File: config.mk
export PLATFORM = sky130hd
export DESIGN_NAME = i2c_stp_receiver
export DESIGN_NICKNAME = d
export VERILOG_FILES = /design/src/rtl/i2c_pkg.sv /design/src/rtl/i2c_stp_receiver.sv
export SDC_FILE = /design/constraint.sdc
export NUM_CORES = 1
export LEC_CHECK = 0
export ABC_CLOCK_PERIOD_IN_PS = 2290
export BUFFER_PORTS_ARGS = -buffer_cell sky130_fd_sc_hd__buf_2
export CAP_MARGIN = 40
export CORE_MARGIN = 4
export CORE_UTILIZATION = 37
export CTS_CLUSTER_DIAMETER = 100
export DETAILED_ROUTE_END_ITERATION = 10
export GPL_ROUTABILITY_DRIVEN = 0
export PLACE_DENSITY = 0.62
export SLEW_MARGIN = 20
export SYNTH_ARGS = -nofsm -noshare
export SYNTH_HDL_FRONTEND = slang
export SYNTH_SLANG_ARGS = --single-unit
File: constraint.sdc
create_clock -name clk -period 2.29 [get_ports clk]
set_input_delay 0.1145 -clock clk [delete_from_list [all_inputs] [get_ports clk]]
set_output_delay 0.1145 -clock clk [all_outputs]
set_load 0.01 [all_outputs]
File: src/rtl/i2c_pkg.sv
// Shared I2C types and constants for the receive/transmit datapaths.
package i2c_pkg;

  localparam int unsigned BYTE_W    = 8;
  localparam int unsigned BIT_CNT_W = 3;

  typedef enum logic [1:0] {
    ST_IDLE  = 2'd0,
    ST_SHIFT = 2'd1,
    ST_ACK   = 2'd2,
    ST_DONE  = 2'd3
  } stp_state_t;

  // Value of sda_drive_low during the master ACK slot.
  localparam logic ACK  = 1'b1;
  localparam logic NACK = 1'b0;

endpackage

File: src/rtl/i2c_stp_receiver.sv
// Serial-to-parallel receiver for the I2C master read path: samples SDA on
// SCL-rise strobes, assembles NUM_BYTES bytes (MSB first) and drives ACK/NACK.
module i2c_stp_receiver
  import i2c_pkg::*;
#(
  parameter int unsigned NUM_BYTES = 2,
  localparam int unsigned DATA_W = BYTE_W * NUM_BYTES,
  localparam int unsigned CYC_W  = (NUM_BYTES > 1) ? $clog2(NUM_BYTES) : 1
) (
  input  logic                 clk,
  input  logic                 rst_n,
  input  logic                 stp_start,
  input  logic                 stp_abort,
  input  logic                 sample_tick,
  input  logic                 sda_in,
  output logic                 busy,
  output logic [CYC_W-1:0]     cycle_out,
  output logic [BIT_CNT_W-1:0] counter_out,
  output logic                 sda_drive_low,
  output logic [DATA_W-1:0]    data_out,
  output logic                 data_valid
);

  localparam logic [CYC_W-1:0] LAST_CYC = CYC_W'(NUM_BYTES - 1);

  stp_state_t                  state_q, state_n;
  logic [CYC_W-1:0]            cycle_q, cycle_n;
  logic [BIT_CNT_W-1:0]        counter_q, counter_n;
  logic [DATA_W-1:0]           shreg_q, shreg_n;
  logic [DATA_W-1:0]           data_q, data_n;
  logic                        busy_n, valid_n, drive_n;
  logic [CYC_W+BIT_CNT_W-1:0]  bit_idx;

  // State and registered outputs.
  always_ff @(posedge clk or negedge rst_n) begin
    if (!rst_n) begin
      state_q       <= ST_IDLE;
      cycle_q       <= '0;
      counter_q     <= '0;
      shreg_q       <= '0;
      data_q        <= '0;
      busy          <= 1'b0;
      data_valid    <= 1'b0;
      sda_drive_low <= 1'b0;
    end else begin
      state_q       <= state_n;
      cycle_q       <= cycle_n;
      counter_q     <= counter_n;
      shreg_q       <= shreg_n;
      data_q        <= data_n;
      busy          <= busy_n;
      data_valid    <= valid_n;
      sda_drive_low <= drive_n;
    end
  end

  // Next-state, bit placement and output decode.
  always_comb begin
    state_n   = state_q;
    cycle_n   = cycle_q;
    counter_n = counter_q;
    shreg_n   = shreg_q;
    data_n    = data_q;
    // cycle*8 + (7-counter): byte lane from cycle, MSB-first bit from counter.
    bit_idx   = {cycle_q, ~counter_q};

    unique case (state_q)
      ST_IDLE: begin
        if (stp_start && !stp_abort) begin
          state_n   = ST_SHIFT;
          cycle_n   = '0;
          counter_n = '0;
          shreg_n   = '0;
        end
      end
      ST_SHIFT: begin
        if (stp_abort) begin
          state_n = ST_IDLE;
        end else if (sample_tick) begin
          shreg_n[bit_idx] = sda_in;
          counter_n        = counter_q + BIT_CNT_W'(1);
          if (counter_q == BIT_CNT_W'(BYTE_W - 1)) begin
            state_n = ST_ACK;
          end
        end
      end
      ST_ACK: begin
        if (stp_abort) begin
          state_n = ST_IDLE;
        end else if (sample_tick) begin
          if (cycle_q == LAST_CYC) begin
            state_n = ST_DONE;
            data_n  = shreg_q;
          end else begin
            state_n = ST_SHIFT;
            cycle_n = cycle_q + CYC_W'(1);
          end
        end
      end
      ST_DONE: begin
        state_n = ST_IDLE;
      end
      default: begin
        state_n = ST_IDLE;
      end
    endcase

    busy_n  = (state_n != ST_IDLE);
    valid_n = (state_n == ST_DONE);
    drive_n = (state_n == ST_ACK) ? ((cycle_n == LAST_CYC) ? NACK : ACK) : 1'b0;
  end

  assign cycle_out   = cycle_q;
  assign counter_out = counter_q;
  assign data_out    = data_q;

endmodule

==> results of run 1 <==
==> worst max-delay path by stage <==
stage                   start    to  slack, ns
5_1_grt        counter_out[0]  busy       0.36
3_5_place_dp   counter_out[0]  busy       0.49
2_1_floorplan  counter_out[0]  busy       0.59
4_1_cts        counter_out[0]  busy       0.47
6_report       counter_out[0]  busy       0.47
3_3_place_gp   counter_out[0]  busy       0.48
==> sequential cells by signal (all words and copies together) (netlist names) <==
register	flops
counter_out	3
data_out	16
state_q	2
shreg_q	16
cycle_out	1
sda_drive_low	1
busy	1
data_valid	1
==> metrics by stage <==
stage / utilization / area [sq um] / cells / setup slack (ns) / total power (W)
final: 0.447 / 2330 / 263 / 0.474 / 0.00172
after global routing: 0.447 / 2330 / 263 / 0.364 / 0.00181
after CTS: 0.447 / 2330 / 263 / 0.467 / 0.00174
after detailed placement: 0.422 / 2200 / 254 / 0.485 / 0.00113
after global placement: 0.417 / 2170 / 253 / 0.484 / 0.00111
after floorplan: - / 2040 / 164 / 0.593 / 0.00105
==> cells by family after synthesis <==
kind of cell	Yosys count	share of synthesized area
DFF	41	0.504
AOI/OAI and AO/OA	39	0.180
muxes	18	0.0983
and+or+nand+nor	40	0.112
buffers and inverters	21	0.0755
adders and majority gates	5	0.0307
==> critical path: cells and delay by family (launching register included) <==
kind                     cells  cell delay (ns)
AO/OA/AOI/OAI                3             0.83
flip-flops                   1             0.43
adder cells (fa/ha/maj)      2             0.48
==> routing by layer <==
layer  vias to the layer above  track usage
li1                        668            -
met1                       695        0.187
met2                        32        0.210
met3                         5       0.0325
met4                         0       0.0498
met5                         -            0
==> power by group through the flow <==
stage	clock network [W]	registers (W)	logic, W
finish	0.000615	0.000875	0.000234
global route	0.000655	0.000888	0.000263
CTS	0.000629	0.000875	0.000237
detailed placement	0	0.000890	0.000235
global placement	0	0.000888	0.000225
floorplan	0	0.000868	0.000178
==> cell type report <==
class | instances | share of cell area
clock buffer | 6 | 0.0355
clock inverter | 2 | 0.0161
inverter | 8 | 0.0129
multi-input combinational | 102 | 0.368
sequential | 41 | 0.441
tap | 70 | 0.0376
timing repair buffer | 34 | 0.0892
==> cell usage in the layout, fill, tap and decap left out, drive strengths merged, types with 2 or more instances in the layout <==
master	Yosys	routed
dfrtp	41	41
buf	13	33
mux2	16	16
a211o	15	15
nor3	14	14
o211a	11	11
inv	8	8
nand2	6	6
clkbuf	0	6
ha	5	5
nor4	4	4
o311a	4	4
a21o	3	3
nor2b	3	3
nand2b	3	3
nor2	3	3
mux2i	2	2
==> results.sh, run 1 <==
export IMPL_syn2layout_area_growth_pct=14.3
export IMPL_grt_usage=0.137
export IMPL_setup_tns_ns=0
export IMPL_rsz0062_at_grt="false"
export IMPL_syn_inst=164
export IMPL_synth_common_cells="dfrtp_1, mux2_2, nor3_1"
export IMPL_ff_latch_area_sq_mm=0.00103
export IMPL_grt_overflow_total=0
export IMPL_finalNetCount=203
export IMPL_critical_path_most_common_cell="ha_1"
export IMPL_initial_core_util=0.391
export IMPL_highest_layer="met4"
export IMPL_ys_async_sr_fraction=1.00
export IMPL_synth_edff_count=0
export IMPL_die_x_um=82.2
export IMPL_ys_seq_elements=41
export IMPL_yosys_cell_count_top_type="dfrtp_1"
export IMPL_pwr_share_clk=0.357
export IMPL_syn_area_sq_mm=0.00204
export IMPL_insertion_delay_ns=0.30
export IMPL_fin_crit_sh=0.793
export IMPL_p_seq_frac=0.507
export IMPL_startpoint_type="register"
export IMPL_row_count=26
export IMPL_end_kind="register"
export IMPL_ctsResizeCount=0
export IMPL_fmax_mhz=551
export IMPL_hold_ws_ns=0.0938
export IMPL_worstPathCellList="ha_1, ha_1, a21o_1, a2111oi_0, o21bai_1"
export IMPL_cts_made_buffers=5
export IMPL_cts_reportedPaths_clkPinSlew_ns=0.08
export IMPL_power_leakage_nw=1.34
export IMPL_antenna_found_initial=0
export IMPL_multi_input_area_sq_um=857
export IMPL_post_cts_buffers=0
export IMPL_cts_buffer_depth=2
export IMPL_die_h_um=82.2
export IMPL_drt_iter0_markers=104
export IMPL_maxCapViolCount=0
export IMPL_grt_pass1_vias=1375
export IMPL_drive_above_1_share=0.347
export IMPL_grt_max_degree=23
export IMPL_path_max_fanout=6
export IMPL_tritoncts="built"
export IMPL_power_density_mw_per_mm2=740
export IMPL_hold_viol_final=0
export IMPL_seq_area_frac_synth=0.504
export IMPL_setup_violations=0
export IMPL_slew_headroom=0.552
export IMPL_pwr_share_comb=0.136
export IMPL_drc=0
export IMPL_io_buffers=28
export IMPL_dp_hpwl_um=2800
export IMPL_syn_num_nets=175
export IMPL_hold_depth=2
export IMPL_crit_arrival_ns=2.04
export IMPL_ir_worst_vdd_mv=0.422
export IMPL_worstReg2RegStart="counter_out[0]"
export IMPL_fill_cells=514
export IMPL_io_pins=29
export IMPL_switchingPower_w=0.000449
export IMPL_cp_slowest_cell="a2111oi_0"
export IMPL_firstDrtPassIters=4
export IMPL_power_internal_w=0.00127
export IMPL_reg2regPathDepth=5
export IMPL_ant_nets=0
export IMPL_cts_hold_buf=1
export IMPL_reg2reg_slack_ns=0.47
export IMPL_routed_wl_um=4100
export IMPL_wl_met2_um=1900
export IMPL_path_class="reg2reg"
export IMPL_cpPeakStageDelay_ns=0.47
export IMPL_cts_sinks=41
export IMPL_skew_ns=0.00989
export IMPL_vias_per_cell=5.32
export IMPL_outcome="completed"
export IMPL_clockRootBuffer="clkbuf_8"
export IMPL_wl_met3_um=218
export IMPL_yosysWarnings=0
export IMPL_grt_pass1_wl_um=7000
export IMPL_yosysTopAreaCellShare=0.504
export IMPL_worstMarginPinSlew_ns=0.672
export IMPL_min_period_ns=1.82
export IMPL_synth_flop_cell="dfrtp_1"
export IMPL_wire_per_inst_um=15.6
export IMPL_hold_start="stp_abort"
export IMPL_num_antenna_cells=0
export IMPL_drv_slew=0
export IMPL_netlist_top_cells_area="dfrtp_1, mux2_2, o211a_1"
export IMPL_vias=1400
export IMPL_synth_cell_type_count=33
export IMPL_synth_top_area_cell="dfrtp_1"
export IMPL_holdCritPathClass="in2reg"
export IMPL_worstPathRequired_ns=2.51
export IMPL_synth_area_per_cell_sq_um=12.4
export IMPL_whs_endpoint="state_q[1]"
export IMPL_die_area_sq_mm=0.00676
export IMPL_r2r_end="busy"
export IMPL_wl_met1_um=1930
export IMPL_core_region_area_sq_mm=0.00520
export IMPL_switching_share=0.261
export IMPL_htree_levels=2
Note: power is estimated with default switching activity, not from simulation.
==> run 2, diff against run 1 <==
ABC_CLOCK_PERIOD_IN_PS = 1900   (was 2290)
clock period = 1.9 ns   (was 2.29 ns; I/O delays follow)
==> run 2 against run 1 <==
Effect of this change: combinational power up 27%; register-to-register slack lost 0.34 ns; worst hold slack worse by 0.010 ns; total power rose by 20%; fmax increased by 2.7%; clock power up 17%; worst setup slack got worse by 0.34 ns; design area up 0.81%; die area stayed put; clock skew fell by 0.0031 ns; sequential share of layout area decreased by 0.35 points; sequential power increased by 20%; largest power group unchanged; highest routed layer unchanged.
==> results.sh, run 2 (same netlist as run 1, synthesis figures left out) <==
export IMPL_grt_max_degree=42
export IMPL_vias=1367
export IMPL_drc=0
export IMPL_io_pins=29
export IMPL_drt_iter0_markers=81
export IMPL_drive_above_1_share=0.355
export IMPL_end_kind="register"
export IMPL_final_cell_mix="dfrtp_1, buf_2, mux2_2"
export IMPL_hold_ws_ns=0.0837
export IMPL_maxCapViolCount=0
export IMPL_setup_violations=0
export IMPL_tritoncts="built"
export IMPL_worstPathCellList="ha_1, ha_1, a21o_1, a2111oi_0, o21bai_1"
export IMPL_cts_hold_buf=1
export IMPL_cpPeakStageDelay_ns=0.48
export IMPL_num_antenna_cells=0
export IMPL_initial_core_util=0.391
export IMPL_syn2layout_area_growth_pct=15.2
export IMPL_critical_path_most_common_cell="ha_1"
export IMPL_die_x_um=82.2
export IMPL_slew_headroom=0.671
export IMPL_path_max_fanout=4
export IMPL_antenna_found_initial=0
export IMPL_switchingPower_w=0.000522
export IMPL_clockRootBuffer="clkbuf_8"
export IMPL_ctsResizeCount=0
export IMPL_grt_pass1_wl_um=7030
export IMPL_final_common_cell="dfrtp_1"
export IMPL_cts_buffer_depth=2
export IMPL_pwr_share_clk=0.350
export IMPL_firstDrtPassIters=4
export IMPL_power_internal_w=0.00154
export IMPL_routed_wl_um=4120
export IMPL_skew_ns=0.00682
export IMPL_finalNetCount=207
export IMPL_post_cts_buffers=0
export IMPL_fin_crit_sh=0.931
export IMPL_startpoint_type="register"
export IMPL_row_count=26
export IMPL_power_density_mw_per_mm2=879
export IMPL_path_class="reg2reg"
export IMPL_die_area_sq_mm=0.00676
export IMPL_insertion_delay_ns=0.29
export IMPL_p_seq_frac=0.506
export IMPL_worstPathRequired_ns=2.12
export IMPL_grt_usage=0.138
export IMPL_holdCritPathClass="in2reg"
export IMPL_fmax_mhz=565
export IMPL_grt_pass1_vias=1377
export IMPL_drv_slew=0
export IMPL_io_buffers=28
export IMPL_wire_per_inst_um=15.4
export IMPL_ir_worst_vdd_mv=0.375
export IMPL_setup_tns_ns=0
export IMPL_cts_sinks=41
export IMPL_min_period_ns=1.77
export IMPL_dp_hpwl_um=2800
export IMPL_power_leakage_nw=1.36
export IMPL_grt_overflow_total=0
export IMPL_core_region_area_sq_mm=0.00520
export IMPL_hold_viol_final=0
export IMPL_switching_share=0.253
export IMPL_pwr_share_comb=0.144
export IMPL_crit_arrival_ns=1.98
export IMPL_cts_reportedPaths_clkPinSlew_ns=0.07
export IMPL_fill_cells=514
export IMPL_vias_per_cell=5.12
export IMPL_worstMarginPinSlew_ns=0.481
export IMPL_cp_slowest_cell="a2111oi_0"
export IMPL_cts_made_buffers=5
export IMPL_die_h_um=82.2
export IMPL_outcome="completed"
export IMPL_htree_levels=2
export IMPL_ant_nets=0
export IMPL_rsz0062_at_grt="false"
==> run 2: cell types whose count changed in the layout (fill, tap and decap cells not counted) <==
cell | previous run | this run
buf_4 | 4 | 8
buf_12 | 0 | 1
buf_16 | 1 | 0
clkbuf_1 | 0 | 1
clkinvlp_4 | 1 | 0
==> run 2: power groups by stage <==
stage	Combinational [W]	Clock, W	Sequential, W
after detailed placement	0.000299	0	0.00106
after CTS	0.000302	0.000747	0.00105
after global routing	0.000337	0.000780	0.00106
final	0.000297	0.000722	0.00105
after floorplan	0.000215	0	0.00105
after global placement	0.000298	0	0.00106
==> run 2: worst paths after layout <==
| path | startpoint | endpoint | slack (ns) | cells after the start |
|---|---|---|---|---|
| max in group asynchronous | rst_n | data_out[5] | 1.14 | 3 |
| min in group asynchronous | rst_n | shreg_q[7] | 0.39 | 3 |
| hold / removal | stp_abort | state_q[1] | 0.08 | 2 |
| setup / recovery | counter_out[1] | busy | 0.13 | 5 |
| setup reg to reg | counter_out[1] | busy | 0.13 | 5 |
| hold reg to reg | shreg_q[3] | shreg_q[3] | 0.49 | 1 |
==> run 2: worst max-delay path: cells and delay by family (launching register included) <==
family	cells	cell delay, ns
AOI/OAI and AO/OA	3	0.85
DFF	1	0.42
adders and majority gates	2	0.43
==> run 2: routing by layer <==
layer,global-route usage,wire length [um],part of all wire
met3,0.0358,195,0.047
met4,0.0598,76,0.018
met1,0.192,1960,0.48
met2,0.201,1890,0.46
met5,0,0,0
==> run 2: metrics by stage <==
step                total power [W]  std cells   util  setup slack (ns)  instance area, sq um
floorplan                   0.00126        164      -             0.203                  2040
global placement            0.00136        258  0.427             0.197                  2220
detailed placement          0.00136        258  0.427             0.175                  2220
CTS                         0.00209        267  0.451             0.133                  2350
global route                0.00218        267  0.451            0.0368                  2350
finish                      0.00206        267  0.451             0.131                  2350
==> run 2: layout make-up <==
type / instances / area [sq um] / area share
flip-flops and latches: 41 / 1030 / 0.437
multi-input cells: 102 / 857 / 0.365
repair buffers: 38 / 230 / 0.0981
well taps: 70 / 87.6 / 0.0373
clock buffers: 7 / 86.3 / 0.0368
clock inverters: 1 / 30.0 / 0.0128
inverters: 8 / 30.0 / 0.0128
==> run 3, diff against run 2 <==
REMOVE_ABC_BUFFERS = 1   (was unset)
==> run 3 against run 2 <==
Effect of this change: non-clock buffer count down 3; combinational power about the same; via count up 4.0%; clock skew up 0.0039 ns; fmax up 2.1%; register-to-register slack better by 0.04 ns; largest power group unchanged; highest routed layer unchanged.
==> results.sh, run 3 (same netlist as run 1, synthesis figures left out) <==
export IMPL_outcome="completed"
export IMPL_die_area_sq_mm=0.00676
export IMPL_num_antenna_cells=0
export IMPL_dp_cells=255
export IMPL_power_density_mw_per_mm2=884
export IMPL_final_common_cell="dfrtp_1"
export IMPL_grt_pass1_vias=1392
export IMPL_whs_endpoint="state_q[1]"
export IMPL_grt_overflow_total=0
export IMPL_ant_nets=0
export IMPL_drc=0
export IMPL_clockRootBuffer="clkbuf_8"
export IMPL_row_count=26
export IMPL_hold_ws_ns=0.0827
export IMPL_cts_reportedPaths_clkPinSlew_ns=0.08
export IMPL_hold_viol_final=0
export IMPL_path_class="reg2reg"
export IMPL_fmax_mhz=577
export IMPL_die_x_um=82.2
export IMPL_drt_iter0_markers=76
export IMPL_grt_max_degree=42
export IMPL_firstDrtPassIters=5
export IMPL_dp_slack_ns=0.136
export IMPL_fin_crit_sh=0.912
export IMPL_htree_levels=2
export IMPL_cts_made_buffers=5
export IMPL_antenna_found_initial=0
export IMPL_drive_above_1_share=0.345
export IMPL_cts_sinks=41
export IMPL_vias_per_cell=5.39
export IMPL_r2r_end="busy"
export IMPL_drv_slew=0
export IMPL_setup_violations=0
export IMPL_grt_pass1_wl_um=6970
export IMPL_finalNetCount=204
export IMPL_slew_headroom=0.652
export IMPL_post_cts_buffers=0
export IMPL_tritoncts="built"
export IMPL_io_pins=29
export IMPL_cts_buffer_depth=2
export IMPL_syn2layout_area_growth_pct=15.2
export IMPL_core_region_area_sq_mm=0.00520
export IMPL_rsz0062_at_grt="false"
export IMPL_end_kind="register"
export IMPL_startpoint_type="register"
export IMPL_hold_depth=2
export IMPL_fin_ws_ns=0.168
export IMPL_worstMarginPinSlew_ns=0.521
export IMPL_routed_wl_um=4090
export IMPL_holdCritPathClass="in2reg"
export IMPL_crit_arrival_ns=1.96
export IMPL_worstPathRequired_ns=2.13
export IMPL_fin_cells=264
export IMPL_initial_core_util=0.391
export IMPL_die_h_um=82.2
export IMPL_fill_cells=514
export IMPL_wire_per_inst_um=15.5
export IMPL_vias=1422
export IMPL_power_leakage_nw=1.35
export IMPL_grt_usage=0.138
export IMPL_maxCapViolCount=0
export IMPL_skew_ns=0.0107
export IMPL_setup_tns_ns=0
export IMPL_dp_hpwl_um=2630
export IMPL_insertion_delay_ns=0.30
export IMPL_reg2regPathDepth=5
export IMPL_final_cell_mix="dfrtp_1, buf_2, mux2_2"
export IMPL_path_max_fanout=4
export IMPL_ir_worst_vdd_mv=0.321
export IMPL_hold_start="stp_abort"
export IMPL_reg2reg_slack_ns=0.17
export IMPL_io_buffers=28
export IMPL_min_period_ns=1.73
export IMPL_worstReg2RegStart="counter_out[1]"
[run 3: metrics by stage]
stage,instance area (sq um),util,power [W]
5_1_grt,2350,0.451,0.00219
3_3_place_gp,2210,0.425,0.00136
2_1_floorplan,1910,-,0.00124
3_5_place_dp,2210,0.425,0.00136
4_1_cts,2340,0.449,0.00209
6_report,2350,0.451,0.00207
[run 3: power breakdown]
group	total (W)	leakage, nW	switching (W)	internal, W
Clock	0.000732	0.0585	0.000304	0.000429
Combinational	0.000295	0.727	0.000145	0.000150
Sequential	0.00105	0.562	0.0000781	0.000968
[run 3: layout make-up]
type / count / area [sq um] / share of cell area
flip-flops and latches: 41 / 1030 / 0.437
multi-input cells: 102 / 866 / 0.369
repair buffers: 35 / 220 / 0.0939
well taps: 70 / 87.6 / 0.0373
clock buffers: 7 / 86.3 / 0.0368
clock inverters: 1 / 30.0 / 0.0128
inverters: 8 / 30.0 / 0.0128
[run 3: how the worst max path moves through the flow]
stage / from / endpoint / cells after the start
after floorplan: counter_out[0] / busy / 5
final: counter_out[1] / busy / 5
after CTS: counter_out[1] / busy / 5
after detailed placement: counter_out[1] / busy / 5
after global placement: counter_out[1] / busy / 5
after global routing: counter_out[1] / busy / 5
[run 3: routing by layer]
| metal | up-vias | wire length, um | global-route usage |
|---|---|---|---|
| met5 | - | 0 | 0 |
| met4 | 0 | 75 | 0.0598 |
| met3 | 6 | 135 | 0.0325 |
| met2 | 27 | 1880 | 0.210 |
| met1 | 713 | 1990 | 0.187 |
| li1 | 676 | - | - |
[run 3: critical path: stages (launching register included)]
cell and delay [ns]:
dfrtp_1 0.42, ha_1 0.24, ha_1 0.21, a21o_1 0.18
a2111oi_1 0.44, o21bai_1 0.17
[run 3: what timing repair did]
item | 4_1_cts | 5_1_grt
endpoints found under the setup margin | 0 | 11
gates resized for setup | 0 | 2
endpoints found under the hold margin | 41 | 0
hold buffers | 1 | 0
